`src/rtl/mfp_input_conditioner.sv`:
```
// mfp_input_conditioner: per-channel synchroniser, debouncer, rise/fall pulse generator and sticky flags.
// Optional interrupt output (irq_mask/irq ports) is built only when MFP_INCOND_IRQ_EN is defined.
module mfp_input_conditioner #(
  parameter int N_CH        = 21,
  parameter int DB_CYCLES   = 500000,
  parameter int SYNC_STAGES = 2,
  parameter int RST_LEVEL   = 0
) (
  input  logic            SI_ClkIn,
  input  logic            SI_Reset_N,
  input  logic [N_CH-1:0] raw_in,
  output logic [N_CH-1:0] db_out,
  output logic [N_CH-1:0] rise_pulse,
  output logic [N_CH-1:0] fall_pulse,
  output logic [N_CH-1:0] sticky,
  input  logic [N_CH-1:0] clr_mask
`ifdef MFP_INCOND_IRQ_EN
  ,
  input  logic [N_CH-1:0] irq_mask,
  output logic            irq
`endif
);

  localparam int              CNT_W    = $clog2(DB_CYCLES + 1);
  localparam logic [CNT_W-1:0] CNT_LAST = CNT_W'(DB_CYCLES - 1);
  localparam logic [N_CH-1:0]  RST_VEC  = (RST_LEVEL != 0) ? {N_CH{1'b1}} : {N_CH{1'b0}};

  logic [N_CH-1:0]  sync_r [SYNC_STAGES];
  logic [N_CH-1:0]  sync_s;
  logic [CNT_W-1:0] cnt_r [N_CH];
  logic [CNT_W-1:0] cnt_next_s [N_CH];
  logic [N_CH-1:0]  db_r;
  logic [N_CH-1:0]  db_next_s;
  logic [N_CH-1:0]  rise_r;
  logic [N_CH-1:0]  fall_r;
  logic [N_CH-1:0]  sticky_r;
  logic [N_CH-1:0]  sticky_next_s;

  assign sync_s = sync_r[SYNC_STAGES-1];

  // Metastability chain: raw pins enter stage 0 and emerge from the last stage.
  always_ff @(posedge SI_ClkIn or negedge SI_Reset_N) begin
    if (!SI_Reset_N) begin
      for (int i = 0; i < SYNC_STAGES; i++) begin
        sync_r[i] <= RST_VEC;
      end
    end else begin
      sync_r[0] <= raw_in;
      for (int i = 1; i < SYNC_STAGES; i++) begin
        sync_r[i] <= sync_r[i-1];
      end
    end
  end

  // Debounce decision: any agreement restarts the count, DB_CYCLES disagreeing cycles commit the new level.
  always_comb begin
    for (int ch = 0; ch < N_CH; ch++) begin
      cnt_next_s[ch] = cnt_r[ch];
      db_next_s[ch]  = db_r[ch];
      if (sync_s[ch] == db_r[ch]) begin
        cnt_next_s[ch] = {CNT_W{1'b0}};
      end else if (cnt_r[ch] == CNT_LAST) begin
        cnt_next_s[ch] = {CNT_W{1'b0}};
        db_next_s[ch]  = sync_s[ch];
      end else begin
        cnt_next_s[ch] = cnt_r[ch] + CNT_W'(1);
      end
    end
  end

  // A rise still showing on rise_r beats a coincident clear, so no event is lost.
  always_comb begin
    sticky_next_s = (sticky_r & ~clr_mask) | rise_r;
  end

  // Debounced level, edge pulses and sticky flags all update on the same edge.
  always_ff @(posedge SI_ClkIn or negedge SI_Reset_N) begin
    if (!SI_Reset_N) begin
      for (int ch = 0; ch < N_CH; ch++) begin
        cnt_r[ch] <= {CNT_W{1'b0}};
      end
      db_r     <= RST_VEC;
      rise_r   <= {N_CH{1'b0}};
      fall_r   <= {N_CH{1'b0}};
      sticky_r <= {N_CH{1'b0}};
    end else begin
      for (int ch = 0; ch < N_CH; ch++) begin
        cnt_r[ch] <= cnt_next_s[ch];
      end
      db_r     <= db_next_s;
      rise_r   <= db_next_s & ~db_r;
      fall_r   <= ~db_next_s & db_r;
      sticky_r <= sticky_next_s;
    end
  end

  assign db_out     = db_r;
  assign rise_pulse = rise_r;
  assign fall_pulse = fall_r;
  assign sticky     = sticky_r;

`ifdef MFP_INCOND_IRQ_EN
  logic irq_r;

  // Interrupt follows the sticky flags being loaded this cycle, gated by the enable mask.
  always_ff @(posedge SI_ClkIn or negedge SI_Reset_N) begin
    if (!SI_Reset_N) begin
      irq_r <= 1'b0;
    end else begin
      irq_r <= |(sticky_next_s & irq_mask);
    end
  end

  assign irq = irq_r;
`endif

endmodule

```
`config.mk`:
```
export PLATFORM = sky130hd
export DESIGN_NAME = mfp_input_conditioner
export DESIGN_NICKNAME = d
export VERILOG_FILES = /design/src/rtl/mfp_input_conditioner.sv
export SDC_FILE = /design/constraint.sdc
export NUM_CORES = 1
export LEC_CHECK = 0
export CAP_MARGIN = 20
export CELL_PAD_IN_SITES_DETAIL_PLACEMENT = 0
export CELL_PAD_IN_SITES_GLOBAL_PLACEMENT = 1
export CORE_MARGIN = 5
export CORE_UTILIZATION = 30
export DETAILED_ROUTE_END_ITERATION = 7
export PLACE_DENSITY_LB_ADDON = 0.1
export SYNTH_ARGS = -nofsm -noshare
export SYNTH_HDL_FRONTEND = slang
export SYNTH_SLANG_ARGS = --single-unit
export TNS_END_PERCENT = 20
```
`constraint.sdc`:
```
create_clock -name SI_ClkIn -period 5 [get_ports SI_ClkIn]
set_input_delay 1 -clock SI_ClkIn [delete_from_list [all_inputs] [get_ports SI_ClkIn]]
set_output_delay 1 -clock SI_ClkIn [all_outputs]
set_load 0.005 [all_outputs]
```
**Yosys cells after proc, flatten, opt, wreduce, memory -nomap -nowiden**

Cells that the tools add are included.

- Memory bits (writable): 0
- Bits in latches: 0
- Output and inout port bits: 84
- Bits in read-only memories: 0
- Memories: 0
- Register bits: 525
- Bits of input ports: 44

- Reduce and logical (&&, ||, !) cells: 0
- Multiplexer cells: 84
- $lt $le $gt $ge: 0
- $mul: 0
- Divide/modulo/power cells: 0
- $add $sub $neg: 21
- Eq/ne operators: 42
- Shifts and indexed selects: 0
- Bitwise gates (word level): 7

Operator list:

| kind | count |
|---|---|
| $mux W19 | 42 |
| $add A19 B1 Y19 const B | 21 |
| $eq A19 B19 Y1 const B | 21 |
| $and A21 B21 Y21 | 3 |
| $not A21 Y21 | 3 |
| $mux W1 | 42 |
| $eq A1 B1 Y1 | 21 |
| $or A21 B21 Y21 | 1 |

**Longest topological paths before layout**

Gate-level depths: netlist of the first run.

- Depth after elaboration: 5
- Mapped depth: 7
- Gate-level depth less buffers: 5

**Least setup slack after synthesis of the first run**

Ideal clock, no wire load.

- Kind: register to register
- From: reg cnt_r[332] in the netlist's numbering
- To: reg cnt_r[331] in the netlist's numbering
- Library setup time: 0.119 ns
- Buffers on the path: 1
- Slack: 2.892 ns
- Cell stages (with the launch flop): 6
- Data required time: 4.881 ns
- Arrival time: 1.989 ns
- Cells stage by stage: dfrtp_1 > or4b_1 > or4b_4 > o31ai_4 > buf_6 > nor2_1

RTL lines:

| element | RTL line | RTL |
|---|---|---|
| start: declaration | 30 | `logic [CNT_W-1:0] cnt_r [N_CH];` |
| start signal: indexed assignment | 80 | `cnt_r[ch] <= {CNT_W{1'b0}};` |
| start signal: indexed assignment | 88 | `cnt_r[ch] <= cnt_next_s[ch];` |

**Worst setup path after layout of the first run**

- From: reg db_r[1] (netlist: db_out[1])
- To: out db_out[1]

RTL lines:

| element | RTL line | RTL |
|---|---|---|
| start: declaration | 32 | `logic [N_CH-1:0] db_r;` |
| start signal: assignment | 90 | `db_r <= db_next_s;` |
| end: declaration | 12 | `output logic [N_CH-1:0] db_out,` |

No word-level cell between the ends.

==> metrics, run 1 <==
status=complete, no violations; Final Slew Violations=0; Hold Buf Count CTS=0; Post-Syn Area=24000 um2; fin crit share=52.3%; M2 GR Usage=18.9%; CTS H-tree depth=3; Rel. slew slack=36.4%; Worst path top cell family by delay=buffers and inverters; worst-skew pair later-pin latency=590 ps; Layout Nets=2543; Initial DRT Pass Iterations=5; Core Area=79300 um2; Bufs on Longest Clock Path=3; via count=17428; Multi-input gate area=10500 um2; Initial Util=30.3%; Leak=11.7 nW; Place WS=2450 ps; GR Util met1=16.9%; XOR/XNOR Fraction of Synth Area=10.5%; post-synthesis sequential area ratio=54.7%; Clock Sinks=525; DRC violations left=0; Tightest Hold Check Type=flop to flop; Mean Syn Cell Area=10.4 um2; Worst Path Required=4000 ps; io pins=128; Seq cells post-synth=525; Worst Path Arrival=1610 ps; simple-gate area share of the yosys netlist=25.4%; net count after synthesis=2375; number of CTS-inserted buffers=67; CTS tree=done; die height=293 um; Layout Area Growth over Synthesis=20.1%; peak supply drop=0.201 mV; Reg clk slew, reported paths=50 ps; Post-synth EDFFs=0; P_int=0.00729 W; compound-cell area share of the yosys netlist=5.51%; largest family of logic cells by synthesized area=simple AND/OR/NAND/NOR gates; Synth Area in Adders=1.09%; antenna violations before repair=1; setup TNS=0 ps; Final setup viols=0; post-synthesis mux area share=1.07%; Synth Flop Type=dfrtp_1; switching share of power=22.5%; Slew @ Worst Pin=945 ps; CP Cell Sequence=clkdlybuf4s50_1; final core utilization=36.4%; vias in the first global route=17662; Comb pwr share=3.1%; Gate Count Post-Synth=2310; switching power=0.00212 W; RSZ-0062 raised after global routing=no; vias per std cell=4.87; crit path kind=flop to output pin; largest net degree at the start of global routing=108; commonest non-fill, non-tap cell in the layout=dfrtp_1; Pwr Density=326 nW/um2; DRT iter0 DRCs=811; fillers=7911; crit-path max cell delay=550 ps; register share of total power=46.4%; Tmin final=2610 ps; GRT Residual Overflow=0; final worst setup slack=2390 ps; Post-Route WL=52000 um; Critical path buffers and inverters=1; GR Util met3=2.51%; achievable frequency=0.383 GHz; Clock Power Share=50.5%; Critical R2R Launch=cnt_r[332]; antenna viol nets, final=0; placer's final routability congestion estimate=0.762; die area=85800 um2; Pwr Total=0.00940 W; GRT Max-Usage Layer=met2; critical path's slowest cell=clkdlybuf4s50_1; total number of yosys warnings=0; Post-synth ARST share=100%; Overall Global Routing Usage=12.1%; Post-CTS Setup Repair Bufs=0; cell count after placement=3458; first-pass GRT wire length=89400 um; Die X=293 um; Setup crit end kind=output pin; Core Rows=103; Worst Setup Start Kind=flop; Crit Path Max Fanout=5; IO buf count=127; Max Cap Viol=0; Setup crit start=db_out[1]; commonest non-fill, non-tap cells in the layout=525 x dfrtp_1, 325 x nor2_1, 164 x xor2_1, 137 x nand4_1, 137 x nand3_1; Wirelength per Cell=14.5 um; final hold vios=0; number of distinct library cells after synthesis=51; Hold Path Origin=sync_r[29]; Root Driver=clkbuf_16; non-filler instance count after layout=3579; layout cells sized above 1=7.32%; register area=13100 um2; Post-DP HPWL=33900 um; Worst Skew=16.4 ps; Post-CTS Resized=0
==> registers in the layout, indices dropped and copies added, names as in the netlist <==
| register | flops |
|---|---|
| sticky | 21 |
| cnt_r | 399 |
| fall_pulse | 21 |
| rise_pulse | 21 |
| db_out | 21 |
| sync_r | 21 |
| sync_s | 21 |
==> path summary, 6_finish.rpt <==
kind / end / slack, ps / cells after the start
setup / recovery: db_out[1] / 2390 / 1
hold / removal: sync_s[8] / 350 / 0
setup reg to reg: cnt_r[331] / 2570 / 4
hold reg to reg: sync_s[8] / 350 / 0
max in group asynchronous: sync_r[23] / 3360 / 2
min in group asynchronous: cnt_r[226] / 510 / 1
==> stage by stage <==
stage               hold slack [ps]  cell area, um2
floorplan                       331           24000
finish                          345           28800
detailed placement              335           26600
global route                    353           28800
CTS                             339           28800
global placement                334           26600
==> power by group through the flow <==
stage          combinational [W]  clock (W)  sequential, W
4_1_cts                 0.000305    0.00499        0.00437
2_1_floorplan           0.000118          0        0.00443
5_1_grt                 0.000341    0.00515        0.00437
3_3_place_gp            0.000301          0        0.00444
3_5_place_dp            0.000303          0        0.00444
6_report                0.000289    0.00475        0.00437
==> final cells by class <==
| type | count | share of cell area (%) |
|---|---|---|
| clock inverters | 22 | 0.807 |
| flip-flops and latches | 525 | 45.5 |
| well taps | 1050 | 4.55 |
| repair buffers | 156 | 5.37 |
| multi-input cells | 1676 | 36.3 |
| inverters | 52 | 0.677 |
| clock buffers | 97 | 6.76 |
| diodes | 1 | 0.00868 |
==> cells by family (layout without fill, tap and decap cells) <==
| group | after synthesis | count (layout) |
|---|---|---|
| AOI/OAI and AO/OA | 217 | 217 |
| other | 0 | 1 |
| muxes | 23 | 23 |
| and+or+nand+nor | 1127 | 1127 |
| adders and majority gates | 21 | 21 |
| buffers and inverters | 109 | 327 |
| xor gates and xnor gates | 288 | 288 |
| DFF | 525 | 525 |
==> Yosys cell counts, types with 22 or more instances <==
cell type	instances	area, um2
o31ai_1	32	240
nor3_1	44	220
a21o_1	22	165
a21oi_1	84	420
inv_1	52	195
and4_1	49	429
xor2_1	164	1440
or3_1	62	388
xnor2_1	124	1090
nor2_1	325	1220
nor3b_1	51	383
o21ai_0	48	240
mux2_2	22	248
or4_1	47	353
nor4_1	48	300
and3_1	35	219
dfrtp_1	525	13100
nand4_1	137	857
nand2_1	123	462
clkbuf_1	49	184
nand3_1	137	686
==> metal layers <==
layer	vias to the layer above	share of wire (%)
met2	195	45
met3	84	3.8
li1	8619	-
met5	-	0
met1	8530	49
met4	0	2.6
Power figures use the tool's default switching activity.
==> run 2, diff against run 1 <==
Clock period 5 ns to 2.1 ns, I/O delays scaled along.
==> run 2 against run 1 <==
Effect of this change:
- the run now ends with setup timing left
- combinational power increased to 2.7 times the previous value
- register-to-register slack got worse by 2600 ps
- global-route usage increased by 0.33 points
- setup slack got worse by 2400 ps
- sequential power increased by 140%
- via count increased by 2.0%
- cell count increased by 3.0%
- clock skew increased by 3.7 ps
- non-clock buffer count increased by 115
- total power increased by 140%
- sequential share of layout area decreased by 1.5 points
- highest routed layer unchanged
==> metrics, run 2 (synthesis gave the netlist of run 1 again) <==
status=complete, but fails checks (was complete, no violations); failing checks=setup timing; Setup crit end kind=flop (was output pin); antenna viol nets, final=0 (unchanged); Reg clk slew, reported paths=50 ps (about the same); Max Cap Viol=0 (unchanged); antenna violations before repair=0 (was 1); crit path kind=flop to flop (was flop to output pin); Bufs on Longest Clock Path=3 (unchanged); crit-path max cell delay=540 ps (was 550 ps); diodes inserted=0 (was 1); Critical path buffers and inverters=1 (unchanged); Tmin final=2130 ps; Initial DRT Pass Iterations=4 (was 5); die area=85800 um2 (unchanged); Multi-input gate area=10500 um2 (about the same); Pwr Density=754 nW/um2 (was 326 nW/um2); placer's final routability congestion estimate=0.754 (was 0.762); vias in the first global route=18089 (was 17662); cell area after layout=29800 um2 (was 28800 um2); Worst path top cell family by delay=simple AND/OR/NAND/NOR gates (was buffers and inverters); commonest non-fill, non-tap cells in the layout=524 x dfrtp_1, 322 x nor2_1, 164 x xor2_1, 137 x nand4_1, 137 x nand3_1 (was 525 x dfrtp_1, 325 x nor2_1, 164 x xor2_1, 137 x nand4_1, 137 x nand3_1); Slew @ Worst Pin=541 ps (was 945 ps); GRT Residual Overflow=0 (unchanged); via count=17771 (was 17428); DRT iter0 DRCs=869 (was 811); DP Area=27600 um2 (was 26600 um2); Clock Sinks=525 (unchanged); CTS H-tree depth=3 (unchanged); number of CTS-inserted buffers=67 (unchanged); Pwr Total=0.0225 W (was 0.00940 W); most frequent CP cell=or4b_4; Layout Nets=2658 (was 2543); worst-skew pair later-pin latency=580 ps (was 590 ps); Final setup viols=13 (was 0); Root Driver=clkbuf_16 (unchanged); register area=13100 um2 (about the same); Core Rows=103 (unchanged); final hold vios=0 (unchanged); fillers=7762 (was 7911); critical path's slowest cell=or4b_4 (was clkdlybuf4s50_1); Initial Util=30.3% (unchanged); Final Slew Violations=0 (unchanged); Worst Path Required=2560 ps (was 4000 ps); layout cells sized above 1=11.6% (was 7.32%); Post-DP HPWL=36500 um (was 33900 um); Tightest Hold Check Type=primary input to flop (was flop to flop); largest register by flop count=cnt_r (unchanged); vias per std cell=4.82 (was 4.87); Worst Skew=20.1 ps (was 16.4 ps); first-pass GRT wire length=91600 um (was 89400 um); Crit Path Max Fanout=7 (was 5); Overall Global Routing Usage=12.4% (was 12.1%); IO buf count=127 (unchanged); die height=293 um (unchanged); DRC violations left=0 (unchanged); Rel. slew slack=63.4% (was 36.4%); Worst Setup Start Kind=flop (unchanged); RSZ-0062 raised after global routing=yes (was no); peak supply drop=0.429 mV (was 0.201 mV); Core Area=79300 um2 (unchanged); Wirelength per Cell=14.5 um (about the same); achievable frequency=0.470 GHz; final worst setup slack=-27.3 ps (was 2390 ps); CP Cell Sequence=or4b_4, or4b_4, o31ai_4, buf_6, nor2_1 (was clkdlybuf4s50_1); Worst Path Arrival=2580 ps (was 1610 ps); max reg flops=399 (unchanged); Leak=12.4 nW (was 11.7 nW); Die X=293 um (unchanged); CTS tree=done (unchanged); fin crit share=101%; largest net degree at the start of global routing=71 (was 108); Post-Route WL=53300 um (was 52000 um); Layout Area Growth over Synthesis=24.2% (was 20.1%); io pins=128 (unchanged); commonest non-fill, non-tap cell in the layout=dfrtp_1 (unchanged)
-- run 2: changes by cell type in the layout (fill, tap and decap cells not counted), sizes merged --
cell and delta:
clkinvlp -4, diode -1, clkdlybuf4s50 -1, clkbuf +3, inv -4, clkinv -1
buf +114, dlygate4sd3 +1, dlymetal6s2s +1
-- run 2: final timing paths --
| check | start | endpoint | slack [ps] | cells after the start |
|---|---|---|---|---|
| setup / recovery | cnt_r[332] | cnt_r[331] | -30 | 5 |
| max in group asynchronous | SI_Reset_N | cnt_r[66] | 1010 | 4 |
| min in group asynchronous | SI_Reset_N | fall_pulse[8] | 330 | 2 |
| hold / removal | raw_in[13] | sync_r[34] | 280 | 1 |
| hold reg to reg | sync_r[34] | sync_s[13] | 340 | 0 |
| setup reg to reg | cnt_r[332] | cnt_r[331] | -30 | 5 |
-- run 2: cell type report --
class / count / share of cell area [%]
flip-flops and latches: 525 / 44.0
clock buffers: 100 / 6.82
inverters: 52 / 0.654
clock inverters: 13 / 0.482
repair buffers: 271 / 8.42
multi-input cells: 1676 / 35.2
well taps: 1050 / 4.40
-- run 2: routing by layer --
| metal | share of wire, % | wire length, um | track usage (%) |
|---|---|---|---|
| met1 | 49 | 26100 | 17.5 |
| met2 | 45 | 24200 | 19.6 |
| met3 | 3.6 | 1900 | 2.27 |
| met4 | 2.1 | 1090 | 3.78 |
| met5 | 0 | 0 | 0 |
-- run 2: where the power goes --
part	switching, W	internal, W	total [W]	leakage, nW
sequential	0.000138	0.0103	0.0104	7.18
combinational	0.000463	0.000307	0.000769	4.11
clock	0.00430	0.00702	0.0113	1.08
-- run 2: repair_timing --
item,CTS,global route
hold buffers,1,0
pin swaps,0,7
endpoints found under the setup margin,8,26
endpoints found under the hold margin,17,0
gates resized for setup,1,16
buffers inserted,0,1
-- run 2: metrics by stage --
| step | hold slack [ps] | std cells | util (%) | worst slack (ps) | setup TNS [ps] |
|---|---|---|---|---|---|
| floorplan | 124 | 2310 | - | -8.19 | -74.2 |
| finish | 279 | 3687 | 37.7 | -27.3 | -220 |
| global placement | 332 | 3572 | 34.8 | -5.99 | -18.3 |
| detailed placement | 336 | 3572 | 34.8 | -10.0 | -47.2 |
| global route | 241 | 3687 | 37.7 | -94.8 | -1310 |
| CTS | 221 | 3686 | 37.6 | -20.2 | -110 |
